**src/rtl/uart_xcvr_pkg.sv**
```systemverilog
`default_nettype none
// ============================================================================
// Module   : uart_xcvr_pkg
// Purpose  : State encodings and baud divider helper shared by the UART
//            transceiver. The parity states exist only when
//            UART_XCVR_PARITY_EN is defined.
// Revision : 1.0 - initial release
// ============================================================================
package uart_xcvr_pkg;

`ifdef UART_XCVR_PARITY_EN
    typedef enum logic [2:0] {
        RX_IDLE      = 3'd0,
        RX_START     = 3'd1,
        RX_DATA      = 3'd2,
        RX_PARITY    = 3'd3,
        RX_STOP      = 3'd4,
        RX_WAIT_HIGH = 3'd5
    } rx_state_t;

    typedef enum logic [2:0] {
        TX_IDLE   = 3'd0,
        TX_START  = 3'd1,
        TX_DATA   = 3'd2,
        TX_PARITY = 3'd3,
        TX_STOP   = 3'd4
    } tx_state_t;
`else
    typedef enum logic [2:0] {
        RX_IDLE      = 3'd0,
        RX_START     = 3'd1,
        RX_DATA      = 3'd2,
        RX_STOP      = 3'd4,
        RX_WAIT_HIGH = 3'd5
    } rx_state_t;

    typedef enum logic [2:0] {
        TX_IDLE  = 3'd0,
        TX_START = 3'd1,
        TX_DATA  = 3'd2,
        TX_STOP  = 3'd4
    } tx_state_t;
`endif

    // Clocks per oversample tick, never below one.
    function automatic int calc_div(input int clockfrq, input int baudrate, input int oversample);
        int div;
        div = clockfrq / (baudrate * oversample);
        return (div < 1) ? 1 : div;
    endfunction

endpackage
`default_nettype wire

```
**src/rtl/uart_xcvr_fifo.sv**
```systemverilog
`default_nettype none
// ============================================================================
// Module   : uart_xcvr_fifo
// Purpose  : Receive FIFO with a registered head word; a push into a full
//            FIFO succeeds only when a pop happens in the same cycle.
// Revision : 1.0 - initial release
// ============================================================================
module uart_xcvr_fifo #(
    parameter int WIDTH = 8,
    parameter int DEPTH = 16
) (
    input  logic             clk,
    input  logic             nRst,
    input  logic             push,
    input  logic [WIDTH-1:0] wdata,
    input  logic             pop,
    output logic [WIDTH-1:0] rdata,
    output logic             full,
    output logic             empty
);

    localparam int c_aw = (DEPTH > 1) ? $clog2(DEPTH) : 1;

    logic [WIDTH-1:0] r_mem [DEPTH];
    logic [c_aw-1:0]  r_wr_ptr;
    logic [c_aw-1:0]  r_rd_ptr;
    logic [c_aw-1:0]  w_rd_next;
    logic [c_aw:0]    r_count;
    logic [WIDTH-1:0] r_rdata;
    logic             w_do_push;
    logic             w_do_pop;

    assign empty     = (r_count == '0);
    assign full      = (r_count == (c_aw+1)'(DEPTH));
    assign w_do_pop  = pop && !empty;
    assign w_do_push = push && (!full || w_do_pop);
    assign w_rd_next = r_rd_ptr + c_aw'(1);
    assign rdata     = r_rdata;

    always_ff @(posedge clk) begin
        if (w_do_push) begin
            r_mem[r_wr_ptr] <= wdata;
        end
    end

    always_ff @(posedge clk or negedge nRst) begin
        if (!nRst) begin
            r_wr_ptr <= '0;
            r_rd_ptr <= '0;
            r_count  <= '0;
            r_rdata  <= '0;
        end else begin
            if (w_do_push) begin
                r_wr_ptr <= r_wr_ptr + c_aw'(1);
            end
            if (w_do_pop) begin
                r_rd_ptr <= w_rd_next;
            end
            if (w_do_push && !w_do_pop) begin
                r_count <= r_count + (c_aw+1)'(1);
            end else if (w_do_pop && !w_do_push) begin
                r_count <= r_count - (c_aw+1)'(1);
            end
            // Keep the head register equal to whatever word sits at the read pointer.
            if (w_do_pop) begin
                if (r_count == (c_aw+1)'(1)) begin
                    if (w_do_push) begin
                        r_rdata <= wdata;
                    end
                end else begin
                    r_rdata <= r_mem[w_rd_next];
                end
            end else if (empty && w_do_push) begin
                r_rdata <= wdata;
            end
        end
    end

endmodule
`default_nettype wire

```
**src/rtl/uart_xcvr.sv**
```systemverilog
`default_nettype none
// ============================================================================
// Module   : uart_xcvr
// Purpose  : Full-duplex UART with oversampled receiver and RX FIFO.
//            Define UART_XCVR_PARITY_EN to add a parity bit to both directions.
// Revision : 1.0 - initial release
// ============================================================================
module uart_xcvr
    import uart_xcvr_pkg::*;
#(
    parameter int CLOCKFRQ      = 240000000,
    parameter int BAUDRATE      = 12000000,
    parameter int OVERSAMPLE    = 4,
    parameter int DATA_BITS     = 8,
    parameter int STOP_BITS     = 1,
    parameter int RX_FIFO_DEPTH = 16,
    parameter int PARITY_ODD    = 0
) (
    input  logic                 clk,
    input  logic                 nRst,
    input  logic                 rx,
    output logic                 tx,
    input  logic                 tx_valid,
    output logic                 tx_ready,
    input  logic [DATA_BITS-1:0] tx_data,
    output logic                 rx_valid,
    input  logic                 rx_ready,
    output logic [DATA_BITS-1:0] rx_data,
    output logic                 rx_frame_err,
    output logic                 rx_parity_err,
    output logic                 rx_overrun,
    output logic                 tx_busy,
    output logic                 rx_busy
);

    localparam int                   c_div      = calc_div(CLOCKFRQ, BAUDRATE, OVERSAMPLE);
    localparam int                   c_div_w    = $clog2(c_div + 1);
    localparam logic [c_div_w-1:0]   c_div_max  = c_div_w'(c_div - 1);
    localparam logic [3:0]           c_os_max   = 4'(OVERSAMPLE - 1);
    localparam logic [3:0]           c_os_half  = 4'(OVERSAMPLE / 2 - 1);
    localparam logic [3:0]           c_last_bit = 4'(DATA_BITS - 1);
    localparam logic                 c_last_stp = 1'(STOP_BITS - 1);

    // ---------------------------------------------------------------- RX sync
    logic r_rx_meta;
    logic r_rx_sync;

    always_ff @(posedge clk or negedge nRst) begin
        if (!nRst) begin
            r_rx_meta <= 1'b1;
            r_rx_sync <= 1'b1;
        end else begin
            r_rx_meta <= rx;
            r_rx_sync <= r_rx_meta;
        end
    end

    // ------------------------------------------------------------ RX machine
    rx_state_t              r_rx_state;
    logic [c_div_w-1:0]     r_rx_tick_cnt;
    logic [3:0]             r_rx_os_cnt;
    logic [3:0]             r_rx_bit_idx;
    logic [DATA_BITS-1:0]   r_rx_shift;
    logic                   r_rx_busy;
    logic                   r_push;
    logic [DATA_BITS-1:0]   r_push_data;
    logic                   r_frame_err;
    logic                   r_parity_err;
    logic                   w_rx_tick;
    logic                   w_rx_sample;
`ifdef UART_XCVR_PARITY_EN
    logic                   r_rx_par;
    logic                   w_par_bad;
    assign w_par_bad = ((^r_rx_shift) ^ 1'(PARITY_ODD)) != r_rx_par;
`endif

    assign w_rx_tick   = (r_rx_tick_cnt == '0);
    assign w_rx_sample = w_rx_tick && (r_rx_os_cnt == '0);

    always_ff @(posedge clk or negedge nRst) begin
        if (!nRst) begin
            r_rx_state    <= RX_IDLE;
            r_rx_tick_cnt <= c_div_max;
            r_rx_os_cnt   <= c_os_max;
            r_rx_bit_idx  <= '0;
            r_rx_shift    <= '0;
            r_rx_busy     <= 1'b0;
            r_push        <= 1'b0;
            r_push_data   <= '0;
            r_frame_err   <= 1'b0;
            r_parity_err  <= 1'b0;
`ifdef UART_XCVR_PARITY_EN
            r_rx_par      <= 1'b0;
`endif
        end else begin
            r_push       <= 1'b0;
            r_frame_err  <= 1'b0;
            r_parity_err <= 1'b0;
            if (r_rx_state != RX_IDLE) begin
                r_rx_tick_cnt <= w_rx_tick ? c_div_max : r_rx_tick_cnt - c_div_w'(1);
                if (w_rx_tick) begin
                    r_rx_os_cnt <= (r_rx_os_cnt == '0) ? c_os_max : r_rx_os_cnt - 4'd1;
                end
            end
            case (r_rx_state)
                RX_IDLE: begin
                    if (!r_rx_sync) begin
                        r_rx_state    <= RX_START;
                        r_rx_tick_cnt <= c_div_max;
                        r_rx_os_cnt   <= c_os_half;
                        r_rx_busy     <= 1'b1;
                    end
                end
                RX_START: begin
                    if (w_rx_sample) begin
                        r_rx_bit_idx <= '0;
                        if (!r_rx_sync) begin
                            r_rx_state <= RX_DATA;
                        end else begin
                            r_rx_state <= RX_IDLE;
                            r_rx_busy  <= 1'b0;
                        end
                    end
                end
                RX_DATA: begin
                    if (w_rx_sample) begin
                        r_rx_shift <= {r_rx_sync, r_rx_shift[DATA_BITS-1:1]};
                        if (r_rx_bit_idx == c_last_bit) begin
`ifdef UART_XCVR_PARITY_EN
                            r_rx_state <= RX_PARITY;
`else
                            r_rx_state <= RX_STOP;
`endif
                        end else begin
                            r_rx_bit_idx <= r_rx_bit_idx + 4'd1;
                        end
                    end
                end
`ifdef UART_XCVR_PARITY_EN
                RX_PARITY: begin
                    if (w_rx_sample) begin
                        r_rx_par   <= r_rx_sync;
                        r_rx_state <= RX_STOP;
                    end
                end
`endif
                RX_STOP: begin
                    if (w_rx_sample) begin
`ifdef UART_XCVR_PARITY_EN
                        r_parity_err <= w_par_bad;
`endif
                        if (r_rx_sync) begin
                            r_push      <= 1'b1;
                            r_push_data <= r_rx_shift;
                            r_rx_state  <= RX_IDLE;
                            r_rx_busy   <= 1'b0;
                        end else begin
                            r_frame_err <= 1'b1;
                            r_rx_state  <= RX_WAIT_HIGH;
                        end
                    end
                end
                RX_WAIT_HIGH: begin
                    // A held-low line (break) parks here until it returns high.
                    if (r_rx_sync) begin
                        r_rx_state <= RX_IDLE;
                        r_rx_busy  <= 1'b0;
                    end
                end
                default: begin
                    r_rx_state <= RX_IDLE;
                    r_rx_busy  <= 1'b0;
                end
            endcase
        end
    end

    // --------------------------------------------------------------- RX FIFO
    logic w_fifo_full;
    logic w_fifo_empty;
    logic w_pop;
    logic r_overrun;

    assign rx_valid = !w_fifo_empty;
    assign w_pop    = rx_valid && rx_ready;

    uart_xcvr_fifo #(
        .WIDTH (DATA_BITS),
        .DEPTH (RX_FIFO_DEPTH)
    ) u_fifo (
        .clk   (clk),
        .nRst  (nRst),
        .push  (r_push),
        .wdata (r_push_data),
        .pop   (w_pop),
        .rdata (rx_data),
        .full  (w_fifo_full),
        .empty (w_fifo_empty)
    );

    always_ff @(posedge clk or negedge nRst) begin
        if (!nRst) begin
            r_overrun <= 1'b0;
        end else begin
            r_overrun <= r_push && w_fifo_full && !w_pop;
        end
    end

    // ------------------------------------------------------------ TX machine
    tx_state_t              r_tx_state;
    logic [c_div_w-1:0]     r_tx_tick_cnt;
    logic [3:0]             r_tx_os_cnt;
    logic [3:0]             r_tx_bit_idx;
    logic                   r_tx_stop_idx;
    logic [DATA_BITS-1:0]   r_tx_shift;
    logic                   r_tx;
    logic                   r_tx_ready;
    logic                   r_tx_busy;
    logic                   w_tx_tick;
    logic                   w_tx_bit_end;
`ifdef UART_XCVR_PARITY_EN
    logic                   r_tx_par;
`endif

    assign w_tx_tick    = (r_tx_tick_cnt == '0);
    assign w_tx_bit_end = w_tx_tick && (r_tx_os_cnt == '0);

    always_ff @(posedge clk or negedge nRst) begin
        if (!nRst) begin
            r_tx_state    <= TX_IDLE;
            r_tx_tick_cnt <= c_div_max;
            r_tx_os_cnt   <= c_os_max;
            r_tx_bit_idx  <= '0;
            r_tx_stop_idx <= 1'b0;
            r_tx_shift    <= '0;
            r_tx          <= 1'b1;
            r_tx_ready    <= 1'b0;
            r_tx_busy     <= 1'b0;
`ifdef UART_XCVR_PARITY_EN
            r_tx_par      <= 1'b0;
`endif
        end else begin
            if (r_tx_state != TX_IDLE) begin
                r_tx_tick_cnt <= w_tx_tick ? c_div_max : r_tx_tick_cnt - c_div_w'(1);
                if (w_tx_tick) begin
                    r_tx_os_cnt <= (r_tx_os_cnt == '0) ? c_os_max : r_tx_os_cnt - 4'd1;
                end
            end
            case (r_tx_state)
                TX_IDLE: begin
                    r_tx <= 1'b1;
                    if (tx_valid && r_tx_ready) begin
                        r_tx_state    <= TX_START;
                        r_tx_ready    <= 1'b0;
                        r_tx_busy     <= 1'b1;
                        r_tx          <= 1'b0;
                        r_tx_shift    <= tx_data;
                        r_tx_tick_cnt <= c_div_max;
                        r_tx_os_cnt   <= c_os_max;
`ifdef UART_XCVR_PARITY_EN
                        r_tx_par      <= (^tx_data) ^ 1'(PARITY_ODD);
`endif
                    end else begin
                        r_tx_ready <= 1'b1;
                    end
                end
                TX_START: begin
                    if (w_tx_bit_end) begin
                        r_tx         <= r_tx_shift[0];
                        r_tx_shift   <= r_tx_shift >> 1;
                        r_tx_bit_idx <= '0;
                        r_tx_state   <= TX_DATA;
                    end
                end
                TX_DATA: begin
                    if (w_tx_bit_end) begin
                        if (r_tx_bit_idx == c_last_bit) begin
`ifdef UART_XCVR_PARITY_EN
                            r_tx       <= r_tx_par;
                            r_tx_state <= TX_PARITY;
`else
                            r_tx          <= 1'b1;
                            r_tx_stop_idx <= 1'b0;
                            r_tx_state    <= TX_STOP;
`endif
                        end else begin
                            r_tx         <= r_tx_shift[0];
                            r_tx_shift   <= r_tx_shift >> 1;
                            r_tx_bit_idx <= r_tx_bit_idx + 4'd1;
                        end
                    end
                end
`ifdef UART_XCVR_PARITY_EN
                TX_PARITY: begin
                    if (w_tx_bit_end) begin
                        r_tx          <= 1'b1;
                        r_tx_stop_idx <= 1'b0;
                        r_tx_state    <= TX_STOP;
                    end
                end
`endif
                TX_STOP: begin
                    if (w_tx_bit_end) begin
                        if (r_tx_stop_idx == c_last_stp) begin
                            r_tx_state <= TX_IDLE;
                            r_tx_ready <= 1'b1;
                            r_tx_busy  <= 1'b0;
                        end else begin
                            r_tx_stop_idx <= 1'b1;
                        end
                    end
                end
                default: begin
                    r_tx_state <= TX_IDLE;
                    r_tx       <= 1'b1;
                    r_tx_busy  <= 1'b0;
                end
            endcase
        end
    end

    // ---------------------------------------------------------------- outputs
    assign tx           = r_tx;
    assign tx_ready     = r_tx_ready;
    assign tx_busy      = r_tx_busy;
    assign rx_busy      = r_rx_busy;
    assign rx_frame_err = r_frame_err;
    assign rx_overrun   = r_overrun;
`ifdef UART_XCVR_PARITY_EN
    assign rx_parity_err = r_parity_err;
`else
    logic w_unused_parity;
    assign w_unused_parity = r_parity_err ^ 1'(PARITY_ODD);
    assign rx_parity_err   = 1'b0;
`endif

endmodule
`default_nettype wire
```
**config.mk**
```make
export PLATFORM = sky130hd
export DESIGN_NAME = uart_xcvr
export DESIGN_NICKNAME = d
export VERILOG_FILES = /design/src/rtl/uart_xcvr_pkg.sv /design/src/rtl/uart_xcvr_fifo.sv /design/src/rtl/uart_xcvr.sv
export SDC_FILE = /design/constraint.sdc
export NUM_CORES = 1
export LEC_CHECK = 0
export CORE_ASPECT_RATIO = 0.8
export CORE_MARGIN = 5
export CORE_UTILIZATION = 61
export CTS_CLUSTER_SIZE = 25
export DETAILED_ROUTE_END_ITERATION = 7
export PLACE_DENSITY = 0.83
export SYNTH_ARGS = -nofsm -noshare
export SYNTH_HDL_FRONTEND = slang
export SYNTH_SLANG_ARGS = --single-unit
export TNS_END_PERCENT = 1
```
**constraint.sdc**
```tcl
create_clock -name clk -period 3 [get_ports clk]
set_input_delay 0.6 -clock clk [delete_from_list [all_inputs] [get_ports clk]]
set_output_delay 0.6 -clock clk [all_outputs]
set_load 0.02 [all_outputs]
```
Word-level counts from Yosys, hierarchy flattened:

Memory sizes are Yosys's and may differ from the RTL's.
Cells that the tools add are included.

* reductions and logical operators: 48
* mux-type cells: 82
* bitwise logic cells: 3
* equal/unequal tests: 27
* add/sub/neg operators: 10

Operators with widths (count)
* 4-bit two-way mux: 16
* 8-bit two-way mux: 8
* 3-bit two-way mux: 21
* 2-bit != test (second input constant): 14
* 1-bit two-way mux: 24
* 8-bit case mux with 3 select lines: 1
* 4-bit by 1-bit adder with 4-bit output (second input constant): 4
* 4-bit case mux with 2 select lines: 2
* 4-bit AND reduction: 4
* 3-bit case mux with 5 select lines: 1
* 3-bit logical NOT: 4
* 3-bit case mux with 4 select lines: 1
* 3-bit AND reduction: 4
* 6-bit AND reduction: 2
* 2-bit nonzero test: 6
* 1-bit logical AND: 11
* 5-bit two-way mux: 2
* 3-bit == test (second input constant): 3
* 3-bit nonzero test: 3
* 4-bit by 3-bit == test with 1-bit output (second input constant): 2
* 4-bit logical NOT: 2
* 1-bit case mux with 4 select lines: 2
* 4-bit by 1-bit subtractor with 4-bit output (second input constant): 2
* 3-bit by 1-bit == test with 1-bit output (second input constant): 2
* other kinds (18): 29

* memories: 1
* flip-flop bits (word level): 83
* bits of input ports: 13
* output and inout bits: 16
* RAM bits: 128

Memory list
* u_fifo.r_mem: depth 16, width 8, read ports 1, clocked after Yosys merged registers in 0, wr ports 1, RTL line uart_xcvr_fifo.sv:24 `logic [WIDTH-1:0] r_mem [DEPTH];`

Longest topological paths before layout:

Gate-level depths: netlist of run 1.

* depth after elaboration: 10
* depth in mapped cells: 9
* gate-level depth less buffers: 9

Hierarchy:

A second synthesis of run 1 with hierarchy kept.

* cell total of the unflattened synthesis: 616
* area, all modules: 9272.6 sq um

Modules (own cells, without submodules)
* uart_xcvr_fifo: times used 1, cells each 345, sequential area each 4369.2 sq um, area an instance 6263.5 sq um
* uart_xcvr: times used 1, cells each 271, sequential area each 1537.7 sq um, area an instance 3009.1 sq um

Worst setup path after synthesis of run 1:

OpenSTA, ideal clock, no wires.

* kind: input-to-reg
* from: input port rx_ready
* to: register u_fifo.r_count[4]
* slack: 747 ps
* arrival time: 2174 ps
* setup time: 79 ps
* cell stages on the path: 6
* cells stage by stage: nor4b_1 > a21boi_2 > ha_1 > or4b_1 > a21oi_1 > xor2_1

* word-level cells in the longest chain between the ends: 7
* elaborated cells between the ends (all ways): 10
* those cells by class: mux: 1; reduce/logical: 9

Ends and longest elaborated chain
* start: declaration: RTL line uart_xcvr.sv:27 `input logic rx_ready,`
* 1-bit logical AND *: RTL line uart_xcvr.sv:185 `assign w_pop = rx_valid && rx_ready;`
* 1-bit logical AND *: RTL line uart_xcvr_fifo.sv:35 `assign w_do_pop = pop && !empty;`
* 1-bit logical OR *: RTL line uart_xcvr_fifo.sv:36 `assign w_do_push = push && (!full || w_do_pop);`
* 1-bit logical AND *: RTL line uart_xcvr_fifo.sv:36
* named net u_fifo.w_do_push: RTL line uart_xcvr_fifo.sv:30 `logic w_do_push;`
* 1-bit logical NOT: RTL line uart_xcvr_fifo.sv:61 `end else if (w_do_pop && !w_do_push) begin`
* 1-bit logical AND: RTL line uart_xcvr_fifo.sv:61
* 2-bit nonzero test (no source line)
* end signal: assignment: RTL line uart_xcvr_fifo.sv:60 `r_count <= r_count + (c_aw+1)'(1);`
* end signal: assignment: RTL line uart_xcvr_fifo.sv:62 `r_count <= r_count - (c_aw+1)'(1);`
* end: declaration: RTL line uart_xcvr_fifo.sv:28 `logic [c_aw:0] r_count;`

Mark *: on every way through the listed nets, which the timed path passes. The rest lies on a longest branch.
A chain may end at the register's enable or synchronous reset.

Worst setup path in the final report of run 1:

* from: register u_fifo.r_count[1]
* to: output port rx_valid

* word-level cells in the longest chain between the ends: 2

Ends and longest elaborated chain
* 5-bit logical NOT: RTL line uart_xcvr_fifo.sv:33 `assign empty = (r_count == '0);`
* 1-bit logical NOT: RTL line uart_xcvr.sv:184 `assign rx_valid = !w_fifo_empty;`
* end: declaration: RTL line uart_xcvr.sv:26 `output logic rx_valid,`

No other way between the ends.

==> metrics.log, run 1 <==
[metrics] worst slack after detailed placement: 0.217 ns
[metrics] initial cell density of the core: 61.6%
[metrics] final weighted congestion in routability-driven placement: 0.865
[metrics] area grow syn2layout: 13.2%
[metrics] worst vdd rail ir drop: 0.443 mV
[metrics] most frequent cells after synthesis: sky130_fd_sc_hd__edfxtp_1 (128), sky130_fd_sc_hd__dfrtp_1 (73), sky130_fd_sc_hd__o21ai_0 (38)
[metrics] asr flop ratio synth: 39.0%
[metrics] footprint of the multi-input gates: 3090 sq um
[metrics] clk_lat worst skew: 0.50 ns
[metrics] Buffers on Ports: 27
[metrics] total wire length after detailed routing: 18700 um
[metrics] CTS sink count: 210
[metrics] most numerous cell in the Yosys netlist: sky130_fd_sc_hd__edfxtp_1
[metrics] power density normalized to cell area: 656 nW/um^2
[metrics] final clock period utilization by the worst path: 93.2%
[metrics] via count normalized by instance count: 6.54
[metrics] post-cts gate resize count: 0
[metrics] clock tree from TritonCTS: built
[metrics] Hold Fails Final Rpt: 0
[metrics] synth top area cells: sky130_fd_sc_hd__edfxtp_1 (42%), sky130_fd_sc_hd__dfrtp_1 (20%), sky130_fd_sc_hd__mux4_2 (4.9%)
[metrics] flop-to-flop setup slack: 0.68 ns
[metrics] ports placed on the boundary: 29
[metrics] max-cap violations: 0
[metrics] master cell of the clock root buffer: sky130_fd_sc_hd__clkbuf_16
[metrics] height of the die: 120 um
[metrics] Post-CTS Setup Repair Bufs: 0
[metrics] clock tree buffer depth: 3
[metrics] crit path setup slack, layout: 0.204 ns
[metrics] required time of the critical path: 2.40 ns
[metrics] first-pass GRT wire length: 30400 um
[metrics] Relative slew margins: 48.1%
[metrics] transition time at the pin with the least slew margin: 0.778 ns
[metrics] gr usage total: 22.0%
[metrics] Critical-path top delay cell: sky130_fd_sc_hd__clkdlybuf4s50_1
[metrics] Diodes inserted: 0
[metrics] post-route minimum period: 2.80 ns
[metrics] number of design-rule violations left by the first detailed-router iteration: 491
[metrics] area of the die: 17600 sq um
[metrics] H-tree lvl count: 1
[metrics] cell taking the most area after synthesis: sky130_fd_sc_hd__edfxtp_1
[metrics] total nets after synthesis: 624
[metrics] antenna violations before repair: 0
[metrics] maximum number of pins on one net before global-route repair: 83
[metrics] DRC Markers: 0
[metrics] worst-path maximum fanout: 5
[metrics] combined buffer and inverter count along the critical path: 3
[metrics] crit path launch type: flop
[metrics] Slowest Stage Delay on Critical Path: 0.55 ns
[metrics] area of all sequential standard cells: 5910 sq um
[metrics] number of synthesized register bits: 210
[metrics] setup repair after global routing missed its margin: false
[metrics] top-area cell type share of the netlist area: 41.8%
[metrics] Setup crit end kind: primary output
[metrics] number of flops mapped to enable cells by yosys: 128
[metrics] number of global-route vias before repair: 5540
[metrics] cell area after synthesis: 9190 sq um
[metrics] signal arrival time at the worst endpoint: 2.20 ns
[metrics] start of the worst register-to-register path: u_fifo.r_count[0]
[metrics] post-synthesis instance total: 595
[metrics] final net count: 671
[metrics] number of detailed-route iterations in the first pass: 6
[metrics] Total Neg Setup Slack: 0 ns
[metrics] Yosys warning total: 0
[metrics] kind of cell with the highest combined delay on the critical path: buffers and inverters
[metrics] Leakage: 4.31 nW
[metrics] final global-route overflow total: 0
[metrics] area inside the core boundary: 14900 sq um
[metrics] most instantiated flip-flop cell in the synthesis netlist: sky130_fd_sc_hd__edfxtp_1
[metrics] number of buffers created by CTS: 21
[metrics] # rows: 40
[metrics] upper clock frequency limit: 358 MHz
[metrics] Worst Path Class, Setup: reg2out
[metrics] final routed wire length divided by cell count: 22.1 um
[metrics] number of library cell types mapped by synthesis: 74
[metrics] overall via count from detail_route: 5535
[metrics] sequence of cells on the critical path: inv_1 > ha_1 > nor4b_4 > inv_2 > clkdlybuf4s50_1
[metrics] total of hold buffers inserted after clock tree synthesis: 0
[metrics] worst min path class: in2async
[metrics] final setup violation count: 0
[metrics] detailed placement HPWL: 11900 um
[metrics] part of the Yosys area used for sequential elements: 64.3%
[metrics] layout cell share with drive strength beyond 1: 21.2%
[metrics] number of cells traversed by the worst register-to-register path: 9
[metrics] Reg2Reg Capture Point: u_fifo.r_count[4]
[metrics] Final ANT Viol Nets: 0
[metrics] worst clock skew on the final layout: 0.00798 ns
[metrics] result of the run: finished, final reports clean
[metrics] clock edge transition at the registers on the reported setup and hold paths: 0.07 ns
[metrics] final slew viol count: 0
[metrics] layout filler cell count: 929
[metrics] post-synthesis average cell area: 15.4 sq um
[metrics] die extent in x: 147 um
==> layout make-up <==
| type | count | area share (%) |
|---|---|---|
| Timing Repair Buffer | 50 | 4.35 |
| Tap cell | 189 | 2.27 |
| Sequential cell | 210 | 56.8 |
| Inverter | 15 | 0.541 |
| Clock inverter | 12 | 0.962 |
| Clock buffer | 26 | 5.42 |
| Multi-Input combinational cell | 344 | 29.7 |
==> layer usage <==
metal | GRT usage [%] | part of all wire, % | routed length [um]
met2 | 33.5 | 46 | 8600
met4 | 6.46 | 2.8 | 524
met5 | 0 | 0 | 0
met1 | 31.5 | 41 | 7690
met3 | 6.15 | 10 | 1870
==> where the power goes <==
part           internal [mW]  total [mW]  leakage [nW]  switching, mW
registers               3.26        3.44          2.55          0.177
logic                  0.441       0.889          1.44          0.448
clock network           1.43        2.50         0.323           1.07
==> worst reg2reg max path: stages (launching register included) <==
cell and delay [ns]:
sky130_fd_sc_hd__dfrtp_1 0.44, sky130_fd_sc_hd__inv_1 0.09, sky130_fd_sc_hd__ha_1 0.25, sky130_fd_sc_hd__nor4b_4 0.15, sky130_fd_sc_hd__inv_2 0.11, sky130_fd_sc_hd__nand2_4 0.08
sky130_fd_sc_hd__ha_1 0.28, sky130_fd_sc_hd__or4b_1 0.49, sky130_fd_sc_hd__a21oi_1 0.19, sky130_fd_sc_hd__xor2_1 0.15
==> registers in the layout, indices dropped and copies added, names as in the netlist, 3 cells and up <==
signal,cells
r_tx_shift,8
r_rx_state,3
r_rx_tick_cnt,3
r_rx_os_cnt,4
r_rx_bit_idx,4
r_tx_tick_cnt,3
u_fifo.r_wr_ptr,4
u_fifo.r_rd_ptr,4
u_fifo.rdata,8
u_fifo.r_count,5
r_rx_shift,8
r_tx_bit_idx,4
r_tx_os_cnt,4
r_tx_state,3
r_push_data,8
u_fifo.r_mem,128
==> placed cells by master, fill, tap and decap left out, types with 4 or more instances in the layout <==
master                              n
sky130_fd_sc_hd__edfxtp_1         128
sky130_fd_sc_hd__dfrtp_1           72
sky130_fd_sc_hd__o21ai_0           38
sky130_fd_sc_hd__mux2_2            34
sky130_fd_sc_hd__nor2_1            26
sky130_fd_sc_hd__clkdlybuf4s50_1   26
sky130_fd_sc_hd__buf_4             23
sky130_fd_sc_hd__clkbuf_16         21
sky130_fd_sc_hd__nand2_1           20
sky130_fd_sc_hd__mux4_2            20
sky130_fd_sc_hd__ha_1              16
sky130_fd_sc_hd__inv_1             14
sky130_fd_sc_hd__a21oi_1           14
sky130_fd_sc_hd__nand3_1           12
sky130_fd_sc_hd__mux4_1            12
sky130_fd_sc_hd__nor3_1            11
sky130_fd_sc_hd__a211oi_1          10
sky130_fd_sc_hd__dfstp_2            9
sky130_fd_sc_hd__a22oi_1            8
sky130_fd_sc_hd__o211a_1            8
sky130_fd_sc_hd__a41oi_1            8
sky130_fd_sc_hd__nand2b_1           7
sky130_fd_sc_hd__nor2b_1            7
sky130_fd_sc_hd__nand3b_1           6
sky130_fd_sc_hd__xnor2_1            6
sky130_fd_sc_hd__clkinv_2           6
sky130_fd_sc_hd__a32o_1             5
sky130_fd_sc_hd__and3_1             5
sky130_fd_sc_hd__xor2_1             5
sky130_fd_sc_hd__a31oi_1            5
sky130_fd_sc_hd__nor4b_1            4
sky130_fd_sc_hd__o31ai_1            4
sky130_fd_sc_hd__nor3b_1            4
==> per-stage QoR <==
stage | hold slack (ns) | utilization (%) | cell area (sq um) | instances | power, mW
floorplan | 0.304 | - | 9190 | 595 | 4.12
global placement | 0.349 | 65.3 | 9740 | 808 | 4.29
detailed placement | 0.348 | 65.3 | 9740 | 808 | 4.37
CTS | 0.144 | 69.8 | 10400 | 846 | 6.87
global route | 0.146 | 69.8 | 10400 | 846 | 7.16
finish | 0.107 | 69.8 | 10400 | 846 | 6.83
==> cell families after synthesis <==
group | count (synthesis) | synth area share [%]
other | 1 | 0.0408
flip-flops | 210 | 64.3
adder cells (fa/ha/maj) | 16 | 2.18
multiplexers | 68 | 12.8
XOR/XNOR | 11 | 1.05
AND/OR/NAND/NOR | 126 | 8.09
AO/OA/AOI/OAI | 122 | 9.46
buffers and inverters | 41 | 2.14
==> worst max-delay path by stage <==
stage	from	cells past startpoint	end
6_report	u_fifo.r_count[1]	5	rx_valid
5_1_grt	u_fifo.r_count[1]	5	rx_valid
4_1_cts	u_fifo.r_count[1]	5	rx_valid
3_5_place_dp	rx_ready	7	u_fifo.r_count[4]
3_3_place_gp	rx_ready	7	u_fifo.r_count[4]
2_1_floorplan	rx_ready	6	u_fifo.r_count[4]
Power figures use the tool's default switching activity.
==> run 2: changes to the inputs <==
ABC_CLOCK_PERIOD_IN_PS = 3000   (was unset)
==> results of run 2 <==
The final DEF is identical to that of run 1; final timing and power are the same.
